==> src/rtl/histogram_test_sequencer.sv <==
`default_nettype none
// ============================================================================
//  Module      : histogram_test_sequencer
//  Description : Launches NUM_RUNS decoding rounds after a warm-up delay with
//                a programmable gap between rounds. Each completed round
//                read-modify-writes one histogram bin (indexed by the reported
//                duration) in a 1-cycle-latency BRAM. At the end of the
//                campaign a completion marker is written for the ARM side.
//                Optional macro ERROR_SPLIT_HIST_EN splits each bin word into
//                a 24-bit round count [23:0] and an 8-bit error count [31:24].
//  Revision    : 1.0 - initial release
// ============================================================================
module histogram_test_sequencer #(
    parameter logic [31:0] NUM_RUNS      = 32'd10000,
    parameter logic [31:0] WARMUP_CYCLES = 32'hb0000000,
    parameter logic [31:0] GAP_CYCLES    = 32'd10,
    parameter logic [31:0] NUM_BINS      = 32'd1024,
    parameter logic [31:0] BIN_BASE      = 32'h4,
    parameter logic [31:0] DONE_ADDR     = 32'h0,
    parameter logic [31:0] DONE_MARKER   = 32'hffffffff
) (
    input  logic        clk,
    input  logic        reset,
    output logic        new_round_start,
    input  logic        result_valid,
    input  logic [31:0] duration,
    input  logic        error_detected,
    output logic [31:0] total_test_case_counter,
    output logic        done,
    output logic [3:0]  we,
    output logic        en,
    output logic [31:0] addr,
    output logic [31:0] di,
    input  logic [31:0] dout
);

    // Index of the last histogram bin; long rounds clamp into it.
    localparam logic [31:0] c_LAST_BIN = NUM_BINS - 32'd1;

    // Sequencer states
    localparam logic [2:0] c_SEQ_WARMUP = 3'd0;
    localparam logic [2:0] c_SEQ_RUN    = 3'd1;
    localparam logic [2:0] c_SEQ_GAP    = 3'd2;
    localparam logic [2:0] c_SEQ_FINISH = 3'd3;
    localparam logic [2:0] c_SEQ_HALT   = 3'd4;

    // Read-modify-write engine states
    localparam logic [2:0] c_RMW_IDLE  = 3'd0;
    localparam logic [2:0] c_RMW_READ  = 3'd1;
    localparam logic [2:0] c_RMW_LATCH = 3'd2;
    localparam logic [2:0] c_RMW_WRITE = 3'd3;
    localparam logic [2:0] c_RMW_MARK  = 3'd4;

    logic [2:0]  r_seq_state;
    logic [2:0]  r_rmw_state;
    logic [31:0] r_cnt;
    logic        r_rv_prev;
    logic        r_start;
    logic [31:0] r_total;
    logic        r_done;
    logic [3:0]  r_we;
    logic [31:0] r_addr;
    logic [31:0] r_di;

    logic        w_rise;
    logic        w_rmw_idle;
    logic        w_bin_req;
    logic        w_mark_req;
    logic [31:0] w_bin;
    logic [31:0] w_bin_addr;
    logic [31:0] w_launched;
    logic [31:0] w_next_word;

    assign new_round_start         = r_start;
    assign total_test_case_counter = r_total;
    assign done                    = r_done;
    assign we                      = r_we;
    assign en                      = 1'b1;
    assign addr                    = r_addr;
    assign di                      = r_di;

    // A round completes on the rising edge of the result level only.
    assign w_rise     = result_valid & ~r_rv_prev;
    assign w_rmw_idle = (r_rmw_state == c_RMW_IDLE);

    // A result edge is accepted only while the engine is free; otherwise it
    // is dropped and the sequencer keeps waiting in RUN.
    assign w_bin_req  = (r_seq_state == c_SEQ_RUN) & w_rise & w_rmw_idle;
    assign w_mark_req = (r_seq_state == c_SEQ_FINISH) & w_rmw_idle;

    assign w_bin      = (duration >= c_LAST_BIN) ? c_LAST_BIN : duration;
    assign w_bin_addr = BIN_BASE + (w_bin << 2);

    // Rounds launched including a start pulse still in flight, so an edge in
    // the pulse cycle itself cannot launch one round too many.
    assign w_launched = r_total + {31'd0, r_start};

`ifdef ERROR_SPLIT_HIST_EN
    logic        r_err;
    logic [23:0] w_round_field;
    logic [7:0]  w_err_field;

    assign w_round_field = (dout[23:0] == 24'hffffff) ? dout[23:0] : dout[23:0] + 24'd1;
    assign w_err_field   = (r_err && (dout[31:24] != 8'hff)) ? dout[31:24] + 8'd1 : dout[31:24];
    assign w_next_word   = {w_err_field, w_round_field};

    // Error flag captured together with the duration that selects the bin.
    always_ff @(posedge clk) begin
        if (reset) begin
            r_err <= 1'b0;
        end else if (w_bin_req) begin
            r_err <= error_detected;
        end
    end
`else
    logic w_unused_err;

    assign w_unused_err = error_detected;
    assign w_next_word  = (dout == 32'hffffffff) ? dout : dout + 32'd1;
`endif

    // Campaign sequencer: warm-up, round launch, gap timing and finish.
    always_ff @(posedge clk) begin
        if (reset) begin
            r_seq_state <= c_SEQ_WARMUP;
            r_cnt       <= 32'd0;
            r_rv_prev   <= 1'b0;
            r_start     <= 1'b0;
            r_total     <= 32'd0;
        end else begin
            r_rv_prev <= result_valid;
            r_start   <= 1'b0;
            if (r_start && (r_total != NUM_RUNS)) begin
                r_total <= r_total + 32'd1;
            end
            case (r_seq_state)
                c_SEQ_WARMUP: begin
                    if (r_cnt == WARMUP_CYCLES) begin
                        r_start     <= 1'b1;
                        r_cnt       <= 32'd0;
                        r_seq_state <= c_SEQ_RUN;
                    end else begin
                        r_cnt <= r_cnt + 32'd1;
                    end
                end
                c_SEQ_RUN: begin
                    if (w_bin_req) begin
                        r_cnt       <= 32'd0;
                        r_seq_state <= (w_launched < NUM_RUNS) ? c_SEQ_GAP : c_SEQ_FINISH;
                    end
                end
                c_SEQ_GAP: begin
                    // The count stops at GAP_CYCLES and the launch waits there
                    // until the bin update has fully retired.
                    if (r_cnt == GAP_CYCLES) begin
                        if (w_rmw_idle) begin
                            r_start     <= 1'b1;
                            r_seq_state <= c_SEQ_RUN;
                        end
                    end else begin
                        r_cnt <= r_cnt + 32'd1;
                    end
                end
                c_SEQ_FINISH: begin
                    if (w_rmw_idle) begin
                        r_seq_state <= c_SEQ_HALT;
                    end
                end
                c_SEQ_HALT: begin
                    r_seq_state <= c_SEQ_HALT;
                end
                default: begin
                    r_seq_state <= c_SEQ_WARMUP;
                    r_cnt       <= 32'd0;
                end
            endcase
        end
    end

    // BRAM port engine: bin read-modify-write and the completion marker.
    always_ff @(posedge clk) begin
        if (reset) begin
            r_rmw_state <= c_RMW_IDLE;
            r_we        <= 4'h0;
            r_addr      <= BIN_BASE;
            r_di        <= 32'd0;
            r_done      <= 1'b0;
        end else begin
            case (r_rmw_state)
                c_RMW_IDLE: begin
                    if (w_bin_req) begin
                        r_addr      <= w_bin_addr;
                        r_rmw_state <= c_RMW_READ;
                    end else if (w_mark_req) begin
                        r_we        <= 4'hf;
                        r_addr      <= DONE_ADDR;
                        r_di        <= DONE_MARKER;
                        r_rmw_state <= c_RMW_MARK;
                    end
                end
                c_RMW_READ: begin
                    // Bin address is on the port this cycle; data returns next.
                    r_rmw_state <= c_RMW_LATCH;
                end
                c_RMW_LATCH: begin
                    // Read data is valid now: the incremented word goes
                    // straight into the write-data register.
                    r_we        <= 4'hf;
                    r_di        <= w_next_word;
                    r_rmw_state <= c_RMW_WRITE;
                end
                c_RMW_WRITE: begin
                    r_we        <= 4'h0;
                    r_addr      <= BIN_BASE;
                    r_di        <= 32'd0;
                    r_rmw_state <= c_RMW_IDLE;
                end
                c_RMW_MARK: begin
                    r_we        <= 4'h0;
                    r_addr      <= BIN_BASE;
                    r_di        <= 32'd0;
                    r_done      <= 1'b1;
                    r_rmw_state <= c_RMW_IDLE;
                end
                default: begin
                    r_we        <= 4'h0;
                    r_addr      <= BIN_BASE;
                    r_di        <= 32'd0;
                    r_rmw_state <= c_RMW_IDLE;
                end
            endcase
        end
    end

endmodule
`default_nettype wire

==> config.mk <==
export PLATFORM = sky130hd
export DESIGN_NAME = histogram_test_sequencer
export DESIGN_NICKNAME = d
export VERILOG_FILES = /design/src/rtl/histogram_test_sequencer.sv
export SDC_FILE = /design/constraint.sdc
export NUM_CORES = 1
export LEC_CHECK = 0
export ABC_CLOCK_PERIOD_IN_PS = 6600
export BUFFER_PORTS_ARGS = -buffer_cell sky130_fd_sc_hd__buf_4
export CORE_UTILIZATION = 55
export DETAILED_ROUTE_END_ITERATION = 7
export PLACE_DENSITY = 0.82
export RECOVER_POWER = 50
export SLEW_MARGIN = 30
export SYNTH_ARGS = -nofsm -noshare
export SYNTH_HDL_FRONTEND = slang
export SYNTH_SLANG_ARGS = --single-unit
==> constraint.sdc <==
create_clock -name clk -period 6.6 [get_ports clk]
set_input_delay 0.66 -clock clk [delete_from_list [all_inputs] [get_ports clk]]
set_output_delay 0.66 -clock clk [all_outputs]
set_load 0.05 [all_outputs]
# Yosys cells after proc, flatten, opt, wreduce, memory -nomap -nowiden
# Cells that the tools add are included.
dict set report word_totals {
  regBits 141
  output_inout_bits 103
}
dict set report op_classes {
  n_addsub 5
  n_lt_le_gt_ge 2
  n_eq_ne 20
  muxes 29
  bitwise 8
  n_reduce_logical 9
}
# op count
set op_table {}
lappend op_table {{$mux 32} 8}
lappend op_table {{$pmux 32 s4} 1}
lappend op_table {{$add 32x1->32 const B} 3}
lappend op_table {{$pmux 32 s3} 1}
lappend op_table {{$eq 32x32->1 const B} 2}
lappend op_table {{$pmux 32 s2} 1}
lappend op_table {{$add 3x32->32 const A} 1}
lappend op_table {{$add 32x1->32} 1}
lappend op_table {{$eq 32x4->1 const B} 1}
lappend op_table {{$ge 32x10->1 const B} 1}
lappend op_table {{$lt 32x14->1 const B} 1}
lappend op_table {{$ne 32x14->1 const B} 1}
lappend op_table {{$mux 30} 1}
lappend op_table {{$mux 3} 7}
lappend op_table {{$pmux 3 s5} 1}
lappend op_table {{$ne 2x2->1 const B} 7}
lappend op_table {{$pmux 4 s3} 1}
lappend op_table {{$eq 3x2->1 const B} 3}
lappend op_table {{$pmux 3 s3} 1}
lappend op_table {{$mux 4} 2}
lappend op_table {{$eq 3x1->1 const B} 2}
lappend op_table {{$eq 3x3->1 const B} 2}
lappend op_table {{$logic_not 3->1} 2}
lappend op_table {{$reduce_and 3->1} 2}
lappend op_table {{10 further kinds} 20}

# Depth between registers and ports, before layout
dict set report logic_depth {
  depth_word 6
  ltp_mapped 10
  ltp_nobuf 8
}

# Worst setup path after synthesis
# Ideal clock, no wire load.
dict set report synth_timing {
  path_kind {in2reg}
  from {input duration[26]}
  to {register r_addr[10] (netlist: addr[10])}
  setup_time_ps 74
  arrival_ps 2923
  setup_slack_ps 3603
  path_stages 8
  path_buffers 2
  path_cell_list {or4_1 > or4_1 > buf_2 > or2_2 > ha_1 > clkbuf_1 > or3_1 > a31oi_1}
}
dict set report synth_between {
  elab_chain_len 5
}
# item line_no
set synth_rtl {}
lappend synth_rtl {{from (decl)} 26} ;# input logic [31:0] duration,
lappend synth_rtl {{$ge 32x10->1} 91} ;# assign w_bin = (duration >= c_LAST_BIN) ? c_LAST_BIN : duration;
lappend synth_rtl {{$mux 30} 91}
lappend synth_rtl {{$add 3x32->32} 92} ;# assign w_bin_addr = BIN_BASE + (w_bin << 2);
lappend synth_rtl {{$mux 32} 191} ;# if (w_bin_req) begin
lappend synth_rtl {{$pmux 32 s2} 189} ;# case (r_rmw_state)
lappend synth_rtl {{to (signal assigned)} 192} ;# r_addr <= w_bin_addr;
lappend synth_rtl {{to (decl)} 62} ;# logic [31:0] r_addr;
# No other way between the ends.
# A chain may end at the register's enable or synchronous reset.

==> flow_metrics.tcl <==
set metrics [dict create \
    postSynth.topFlopCell "sky130_fd_sc_hd__dfxtp_1" \
    tritoncts "done" \
    timing.max_cap.violations 1 \
    clkSinkCount 136 \
    hold_start "addr[6]$_SDFFE_PP0P_" \
    violations "max-capacitance violations, max-slew violations" \
    routed-via-count 6761 \
    detailed_place_hpwl_mm 12.3 \
    areaGrowthSynthToFinish_pct 20.8 \
    synthTopCellsByArea "sky130_fd_sc_hd__dfxtp_1 38%, sky130_fd_sc_hd__xor2_1 4.9%, sky130_fd_sc_hd__nor2_1 4.7%, sky130_fd_sc_hd__xnor2_1 4.2%, sky130_fd_sc_hd__nand4_1 3.8%" \
    grt_antenna_before_repair 0 \
    r2r_start "r_cnt[2]$_SDFFE_PP0P_" \
    final_cell_area_sq_mm 0.00855 \
    io_pins 171 \
    coreArea_sq_mm 0.0126 \
    layout-drive-gt1-share 0.136 \
    pre_cts_ws_ps 3180 \
    critical_path.cell_chain "clkbuf_1 > inv_1 > and2_1 > a22o_1" \
    power.density_cell_area_mw_per_mm2 228 \
    route.antenna.remaining_nets 0 \
    yosysTopAreaCell "sky130_fd_sc_hd__dfxtp_1" \
    post_layout_nonfiller_instances 1163 \
    max_clock_freq_ghz 0.225 \
    final.hold.worst_slack_ps 462 \
    initial_cell_density_of_the_core 0.563 \
    crit_slowest_cell "sky130_fd_sc_hd__clkbuf_1" \
    report.final.slew_viol_count 66 \
    synth.avg_cell_area_sq_um 8.28 \
    hold_path.class "register to register" \
    synth.most_common_cell "sky130_fd_sc_hd__dfxtp_1" \
    power.share.switching 0.226 \
    p_leak_nw 3.10 \
    insertion_delay_ps 430 \
    seq_area_frac_synth 0.384 \
    place.detailed.instances 1131 \
    clockBufferDepth 2 \
    worst_ep_required_time_ps 6920 \
    crit_start "reset" \
    clk_root_buffer_cell "sky130_fd_sc_hd__clkbuf_16" \
    power.ir.vdd_worst_mv 0.177 \
    status "finished with violations" \
    crit_family "buffers and inverters" \
    grt.overflow.total 0 \
    synthesis.area_sq_mm 0.00708 \
    synth_async_sr_flop_share 0 \
    gpl_congestion 0.919 \
    setup.worst_path.start_class "input pin" \
    timing.final.setup_violations 0 \
    die_height_um 115 \
    die-area_sq_mm 0.0133 \
    first_iter_violations 540 \
    power_frac_seq 0.424 \
    psw_uw 440 \
    final_min_period_over_clock_period 0.675 \
    worst_slew_margin_rel -0.965 \
    floorplan.die.width_um 115 \
    flops_latches_synth 136 \
    worst_ep_arrival_time_ps 4780 \
    endpoint_kind "register" \
    holdBufCountCts 0 \
    synth-warning-count 0 \
    post_drt_via_cell_ratio 5.81 \
    grt_use_total 0.278 \
    nNetsFinal 1053 \
    power_frac_comb 0.046 \
    finalHoldViolCount 0 \
    cpPeakStageDelay_ps 2040 \
    placedInstanceArea_sq_mm 0.00829 \
    ys_types 68 \
    post_cts.resized_instances 0 \
    grt_start_max_net_pins 66 \
    cts_buffers 17 \
    rsz0062_at_grt "false" \
    clockPowerShare 0.530 \
    synth.top_cells.by_count "136 x sky130_fd_sc_hd__dfxtp_1, 89 x sky130_fd_sc_hd__nor2_1, 47 x sky130_fd_sc_hd__nand2_1" \
    dr.pass1.iters 5 \
    grt_first_pass_wirelength_mm 29.4 \
    timing.setup.tns_ps 0 \
    max_fanout_on_critical_path 65 \
    vias_in_the_first_global_route 6226 \
    drt_wl_total_mm 18.3 \
    synthesized_instance_count 855 \
    total_number_of_placement_rows 41 \
    critical_path_class "input pin to register" \
    p_int_mw 1.51 \
    number_of_buffers_and_inverters_on_the_critical_path 2 \
    path_clk_slew_ps 60 \
    finClkSkew_ps 5.72 \
    layout_setup_ws_ps 2150 \
    synth_edf_count 0 \
    fraction_of_post_synthesis_cell_area_in_the_top_cell_type_by_area 0.384 \
    diodes 0 \
    drcViolationCount 0 \
    post-route-min-period_ps 4450 \
    port_buffers 166 \
    tightest_slew_ps 2950 \
    detail_route.wl_per_cell_um 15.7 \
    ctsHtreeMaxLevel 4 \
    postCtsSetupRepairBufs 0 \
]
[sequential cells by signal, indices dropped and copies added, names as in the netlist]
name and count:
addr 30, total_test_case_counter 32, new_round_start 1, we 1, r_seq_state 3, done 1
r_rmw_state 3, di 32, r_rv_prev 1, r_cnt 32
[worst paths after layout]
kind | slack [ps] | endpoint | cells past startpoint
worst min-delay path | 460 | addr[6]$_SDFFE_PP0P_ | 2
worst min register to register | 460 | addr[6]$_SDFFE_PP0P_ | 2
worst max register to register | 3740 | r_cnt[10]$_SDFFE_PP0P_ | 5
worst max-delay path | 2150 | addr[8]$_SDFFE_PP0P_ | 4
[cells in the final DEF, fill, tap and decap left out, types with 34 or more instances in the layout]
| cell | n |
|---|---|
| sky130_fd_sc_hd__a21oi_1 | 42 |
| sky130_fd_sc_hd__and3_1 | 34 |
| sky130_fd_sc_hd__buf_4 | 69 |
| sky130_fd_sc_hd__clkbuf_1 | 100 |
| sky130_fd_sc_hd__dfxtp_1 | 136 |
| sky130_fd_sc_hd__nand2_1 | 47 |
| sky130_fd_sc_hd__nand3_1 | 42 |
| sky130_fd_sc_hd__nand4_1 | 43 |
| sky130_fd_sc_hd__nor2_1 | 89 |
| sky130_fd_sc_hd__o21ai_0 | 44 |
| sky130_fd_sc_hd__xnor2_1 | 34 |
| sky130_fd_sc_hd__xor2_1 | 40 |
[worst reg2reg max path: cells and delay by family (launching register included)]
kind             cells  cell delay, ps
AND/OR/NAND/NOR      2             750
flip-flops           1             350
AO/OA/AOI/OAI        3            1530
[stage by stage]
step                total power [mW]  utilization
finish                          1.95        0.680
global route                    2.01        0.680
CTS                             1.96        0.710
detailed placement             0.932        0.659
global placement               0.930        0.658
floorplan                      0.886            -
[power by group through the flow]
stage | sequential [mW] | clock, mW | combinational [mW]
2_1_floorplan | 0.843 | 0 | 0.0429
3_3_place_gp | 0.843 | 0 | 0.0871
3_5_place_dp | 0.843 | 0 | 0.0885
4_1_cts | 0.825 | 1.04 | 0.0893
5_1_grt | 0.825 | 1.08 | 0.0975
6_report | 0.825 | 1.03 | 0.0897
[cell families after synthesis]
logic type               count (synthesis)  share of synthesized area
AND/OR/NAND/NOR                        392                      0.300
AO/OA/AOI/OAI                          155                      0.146
flip-flops                             136                      0.384
buffers and inverters                   80                     0.0519
XOR/XNOR                                74                     0.0915
multiplexers                             9                     0.0129
adder cells (fa/ha/maj)                  7                     0.0124
other                                    2                    0.00106
[area by class of cell]
class	instances	area (sq um)
Timing Repair Buffer	169	893
Clock buffer	17	425
Fill cell	1102	4020
Sequential cell	136	2720
Tap cell	172	215
Clock inverter	15	215
Multi-Input combinational cell	640	4030
Inverter	14	52.6
[per-layer routing]
layer	track usage	vias to the layer above	routed length [um]
met5	0	-	0
met4	0.106	0	243
met3	0.0685	26	1210
met2	0.460	240	8640
met1	0.350	3148	8210
li1	-	3347	-
Power figures use the tool's default switching activity.
